### config.mk
export PLATFORM = sky130hd
export DESIGN_NAME = fp_unpack
export DESIGN_NICKNAME = d
export VERILOG_FILES = /design/src/rtl/fp_unpack.sv
export SDC_FILE = /design/constraint.sdc
export NUM_CORES = 1
export LEC_CHECK = 0
export CELL_PAD_IN_SITES_DETAIL_PLACEMENT = 1
export CELL_PAD_IN_SITES_GLOBAL_PLACEMENT = 1
export CORE_MARGIN = 2
export CORE_UTILIZATION = 36
export CTS_BUF_LIST = sky130_fd_sc_hd__clkbuf_4 sky130_fd_sc_hd__clkbuf_8
export CTS_CLUSTER_DIAMETER = 40
export DETAILED_ROUTE_END_ITERATION = 8
export PLACE_DENSITY_LB_ADDON = 0.1
export SLEW_MARGIN = 25
export SYNTH_ARGS = -nofsm -noshare
export SYNTH_HDL_FRONTEND = slang
export SYNTH_SLANG_ARGS = --single-unit
### constraint.sdc
create_clock -name clk -period 2.6 [get_ports clk]
set_input_delay 0.78 -clock clk [delete_from_list [all_inputs] [get_ports clk]]
set_output_delay 0.78 -clock clk [all_outputs]
set_load 0.05 [all_outputs]
### src/rtl/fp_unpack.sv
// fp_unpack: splits a packed IEEE double or single operand into sign,
// double-biased exponent, 64-bit significand with explicit integer bit,
// and class flags. Denormals are normalized over several cycles, at most
// 8 bit positions per cycle.
//
// Ports
//   clk, reset_n         clock, async active-low reset
//   in_valid / in_ready  operand handshake (op, P sampled on transfer)
//   op[63:0]             double in [63:0], single in [63:32]
//   P[1:0]               P[0]=1 single, P[0]=0 double
//   out_valid/out_ready  result handshake
//   Asign, Aexp[11:0]    sign, two's-complement exponent, bias 1023
//   Amant[63:0]          significand, bit 63 = integer bit
//   norm_shift[5:0]      total left shift applied to a denormal
//   Azero/Adenorm/Ainf/Anan  class flags; Invalid = signaling NaN
module fp_unpack (
  input  logic        clk,
  input  logic        reset_n,
  input  logic        in_valid,
  output logic        in_ready,
  input  logic [63:0] op,
  input  logic [1:0]  P,
  output logic        out_valid,
  input  logic        out_ready,
  output logic        Asign,
  output logic [11:0] Aexp,
  output logic [63:0] Amant,
  output logic [5:0]  norm_shift,
  output logic        Azero,
  output logic        Adenorm,
  output logic        Ainf,
  output logic        Anan,
  output logic        Invalid
);

  typedef enum logic [1:0] {IDLE, NORM, HOLD} state_t;
  state_t state, state_nxt;

  logic accept;

  // Operand decode. The single fraction is left-aligned into the 52-bit
  // field so both precisions land in Amant[62:11] through the same path.
  logic        exp_zero, exp_ones, frac_nz;
  logic [51:0] frac_f;
  logic [11:0] exp_norm, exp_den;
  logic [11:0] ld_exp;
  logic [63:0] ld_mant;
  logic        is_den;

  always_comb begin
    if (P[0]) begin
      exp_zero = (op[62:55] == 8'd0);
      exp_ones = &op[62:55];
      frac_f   = {op[54:32], 29'd0};
      exp_norm = {4'd0, op[62:55]} + 12'd896;
      exp_den  = 12'd897;
    end else begin
      exp_zero = (op[62:52] == 11'd0);
      exp_ones = &op[62:52];
      frac_f   = op[51:0];
      exp_norm = {1'b0, op[62:52]};
      exp_den  = 12'd1;
    end
    frac_nz = |frac_f;
    is_den  = exp_zero & frac_nz;
    // Hidden bit only for normals; zero falls out as all-zero.
    ld_mant = {~exp_zero & ~exp_ones, frac_f, 11'd0};
    if (exp_ones)      ld_exp = 12'd2047;
    else if (is_den)   ld_exp = exp_den;
    else if (exp_zero) ld_exp = 12'd0;
    else               ld_exp = exp_norm;
  end

  // Leading-zero count of the top byte; only used when the byte is nonzero.
  logic       top_zero;
  logic [2:0] lz;

  always_comb begin
    top_zero = ~|Amant[63:56];
    lz = 3'd0;
    for (int i = 0; i < 8; i++)
      if (Amant[56+i]) lz = 3'(7 - i);
  end

  // Handshake and next-state
  always_comb begin
    in_ready  = (state == IDLE) | ((state == HOLD) & out_ready);
    out_valid = (state == HOLD);
    accept    = in_valid & in_ready;
    state_nxt = state;
    unique case (state)
      IDLE: ;
      NORM: if (!top_zero) state_nxt = HOLD;
      HOLD: if (out_ready) state_nxt = IDLE;
      default: state_nxt = IDLE;
    endcase
    // Acceptance only happens in IDLE or HOLD, so it overrides the above.
    if (accept) state_nxt = is_den ? NORM : HOLD;
  end

  always_ff @(posedge clk or negedge reset_n) begin
    if (!reset_n) state <= IDLE;
    else          state <= state_nxt;
  end

  always_ff @(posedge clk or negedge reset_n) begin
    if (!reset_n) begin
      Asign      <= 1'b0;
      Aexp       <= 12'd0;
      Amant      <= 64'd0;
      norm_shift <= 6'd0;
      Azero      <= 1'b0;
      Adenorm    <= 1'b0;
      Ainf       <= 1'b0;
      Anan       <= 1'b0;
      Invalid    <= 1'b0;
    end else if (accept) begin
      Asign      <= op[63];
      Aexp       <= ld_exp;
      Amant      <= ld_mant;
      norm_shift <= 6'd0;
      Azero      <= exp_zero & ~frac_nz;
      Adenorm    <= is_den;
      Ainf       <= exp_ones & ~frac_nz;
      Anan       <= exp_ones & frac_nz;
      Invalid    <= exp_ones & frac_nz & ~frac_f[51];
    end else if (state == NORM) begin
      if (top_zero) begin
        Amant      <= Amant << 8;
        Aexp       <= Aexp - 12'd8;
        norm_shift <= norm_shift + 6'd8;
      end else begin
        Amant      <= Amant << lz;
        Aexp       <= Aexp - {9'd0, lz};
        norm_shift <= norm_shift + {3'd0, lz};
      end
    end
  end

endmodule

==> impl_results.md <==
* Cell area after synthesis at 7795 sq um
* Die width at 151.2 um
* Clk slew on worst S/H paths at 0.10 ns
* Max-slew violation count at 0
* Met2 Use GR at 50.23%
* Slowest cell on crit path: clkdlybuf4s50_1
* H-tree levels at 3
* Crit path to: Amant[7]
* First-pass GRT wire length at 53500 um
* GPL Wtd Cong at 0.8818
* Nets@finish at 1218
* RSZ-0062 raised after global routing: no
* Post-DRT Antenna Nets at 0
* # diodes at 0
* Clk_skew at 0.01795 ns
* Most area-hungry cell type in the Yosys netlist: dfrtp_1
* Multi-input combinational cell area at 5240 sq um
* Routed wire length at 34770 um
* Post-synthesis xor/xnor area fraction at 0.6742%
* CTS tree: done
* Crit end category: primary output
* Routed len/inst at 24.54 um
* CP Buf/Inv Count at 1
* Root Driver: clkbuf_8
* R2R cell count at 9
* Largest family of logic cells by synthesized area: compound AO/OA/AOI/OAI gates
* Fill cell count at 2499
* Die Height at 151.2 um
* Top post-synthesis cells by area: dfrtp_1, mux2i_1, nand2_1, nand3_1, o21ai_0
* Syn Inst Count at 898
* Layout cell share with drive strength beyond 1 at 23.38%
* Number of remaining DRC errors at 0
* Async S/R FF share, synth at 100.0%
* LEAKAGE at 4.535 nW
* DPL Wire Length at 25930 um
* Adder-cell area share of the yosys netlist at 1.958%
* WS Path Type: flop to primary output
* # IOs at 160
* FP Rows at 53
* Sequential element share of the synthesized area at 28.89%
* Drt pass-1 iters at 5
* Tightest Pin Transition at 0.6888 ns
* Port-buffer cells at 158
* GR Util All Layers at 30.73%
* Most frequent cells in the layout: clkdlybuf4s50_1, buf_4, nand2_1, mux2i_1, dfrtp_1
* Vias/cell at 6.219
* Fmax achieved at 0.3908 GHz
* Startpoint types: flop
* Full die area at 22850 sq um
* Worst-Skew Late Latency at 0.39 ns
* Post-synthesis register bit count at 90
* Compound-Gate Fraction of Synth Area at 26.37%
* Delay-heaviest family, CP: buffers and inverters
* Stages on worst setup path at 1
* Largest net degree at the start of global routing at 54
* Tcrit/Tclk final at 98.41%
* Final min period at 2.559 ns
* Syn avg cell area at 8.680 sq um
* CTS buffer count at 9
* DRT iter0 DRCs at 574
* Highest cell delay on the worst timing path at 0.86 ns
* Max cap viols at 0
* Reg area at 2262 sq um
* GR met1 Demand/Resource at 42.53%
* Number of global-route vias before repair at 8978
* Syn Nets at 979
* Primary FF master, synth: dfrtp_1
* Reg-to-Reg End: Aexp[7]
* WP data arrival at 1.78 ns
* Met3 Usage GRT at 4.458%
* Total number of vias at 8812
* Most common cell after layout, fill and taps aside: clkdlybuf4s50_1
* Worst R2R Start: Amant[60]
* Core area at 21150 sq um
* CTS Sinks at 90
* Critical path cell sequence: clkdlybuf4s50_1
* Number of distinct library cells after synthesis at 83
* Cell Pwr Density at 529.0 nW/um^2
* Critical path required time at 1.82 ns
* GR Overflow Total at 0
* Initial Util at 36.85%
* Setup TNS Final at 0 ns
* Slew margin rel. at 53.91%
* Power Total at 5.790 mW
* Post-synth top area share at 28.89%
* Area grow syn2layout at 40.42%
* Simple-Gate Fraction of Synth Area at 17.75%
* Post-synth EDFFs at 0
* Peak supply drop at 262.9 uV
* Worst setup startpoint: Amant[7]
* Clk buf depth at 2
* Ys Warns at 0
* Maximum fanout along the worst path at 7
* Outcome: complete, no violations
* Initial antenna violation count at 1
* Multiplexer share of the synthesized area at 18.04%
* GR peak layer: met2
* Final hold violation count at 0
* R2R Setup Slk at 0.09 ns
* Final Setup Violations at 0
* Worst min-delay path category: primary input to async pin
## stage by stage
stage	util [%]	setup slack [ns]	cell area [sq um]	hold slack, ns	instances
after CTS	51.08	0.01036	10810	0.3732	1410
after floorplan	-	-0.2665	7939	0.4844	898
final	51.74	0.04126	10950	0.3622	1417
after global placement	49.92	-0.5300	10560	0.4634	1392
after global routing	51.74	0.004195	10950	0.3895	1417
after detailed placement	49.92	-0.5812	10560	0.4783	1392
## kinds of logic after synthesis
group,count (synthesis)
AO/OA/AOI/OAI,281
XOR/XNOR,6
adder cells (fa/ha/maj),11
buffers and inverters,104
flip-flops,90
multiplexers,127
AND/OR/NAND/NOR,279
## flip-flops by register name (all words and copies together), names as in the netlist
name,count
Invalid,1
Amant,64
Ainf,1
Adenorm,1
Azero,1
Aexp,12
Asign,1
state,2
Anan,1
norm_shift,6
## synthesized netlist by cell type (9+ instances only)
cell type	number
o22ai_1	19
nor4_1	18
mux2i_1	85
a211o_1	20
clkbuf_1	34
dfrtp_1	90
o211ai_1	25
mux2_2	24
buf_2	22
a21oi_1	33
ha_1	9
a221oi_1	22
o21ai_0	58
nor2_1	35
o311ai_0	9
mux2i_2	12
inv_1	30
nand2_1	96
nand3_1	63
nor3_1	19
a221o_1	9
o221ai_1	17
## repair_timing
action | in CTS | in global routing
pin swaps | 2 | 7
hold endpoints to repair | 0 | 0
gates resized for setup | 8 | 21
endpoints found under the setup margin | 10 | 24
hold buffers | 0 | 0
buffers inserted | 2 | 7
## where the power goes
part | switching [mW] | total [mW] | leakage, nW | internal, mW
sequential | 0.259 | 1.80 | 1.14 | 1.54
combinational | 1.71 | 2.90 | 3.29 | 1.19
clock | 0.585 | 1.09 | 0.106 | 0.510
total | 2.55 | 5.79 | 4.53 | 3.24
## cell type report
type                    instances  area share (%)
multi-input cells             704           47.87
repair buffers                299           25.22
flip-flops and latches         90           20.67
well taps                     275           3.144
clock buffers                  12           1.452
inverters                      33           1.177
clock inverters                 4          0.4687
## how the worst min path moves through the flow
stage                     to     from  cells past startpoint  slack, ns
2_1_floorplan        Adenorm  reset_n                      0       0.48
3_3_place_gp           Asign    Asign                      2       0.46
3_5_place_dp           Asign    Asign                      2       0.48
4_1_cts        norm_shift[5]  reset_n                      1       0.37
5_1_grt        norm_shift[5]  reset_n                      1       0.39
6_report       norm_shift[5]  reset_n                      1       0.36
## per-layer routing
metal | wire length (um) | share of wire, %
met5 | 8 | 0.023
met1 | 15330 | 44
met3 | 2070 | 6.0
met2 | 16500 | 47
met4 | 867 | 2.5
No activity file was read; power rests on OpenSTA's default activity.
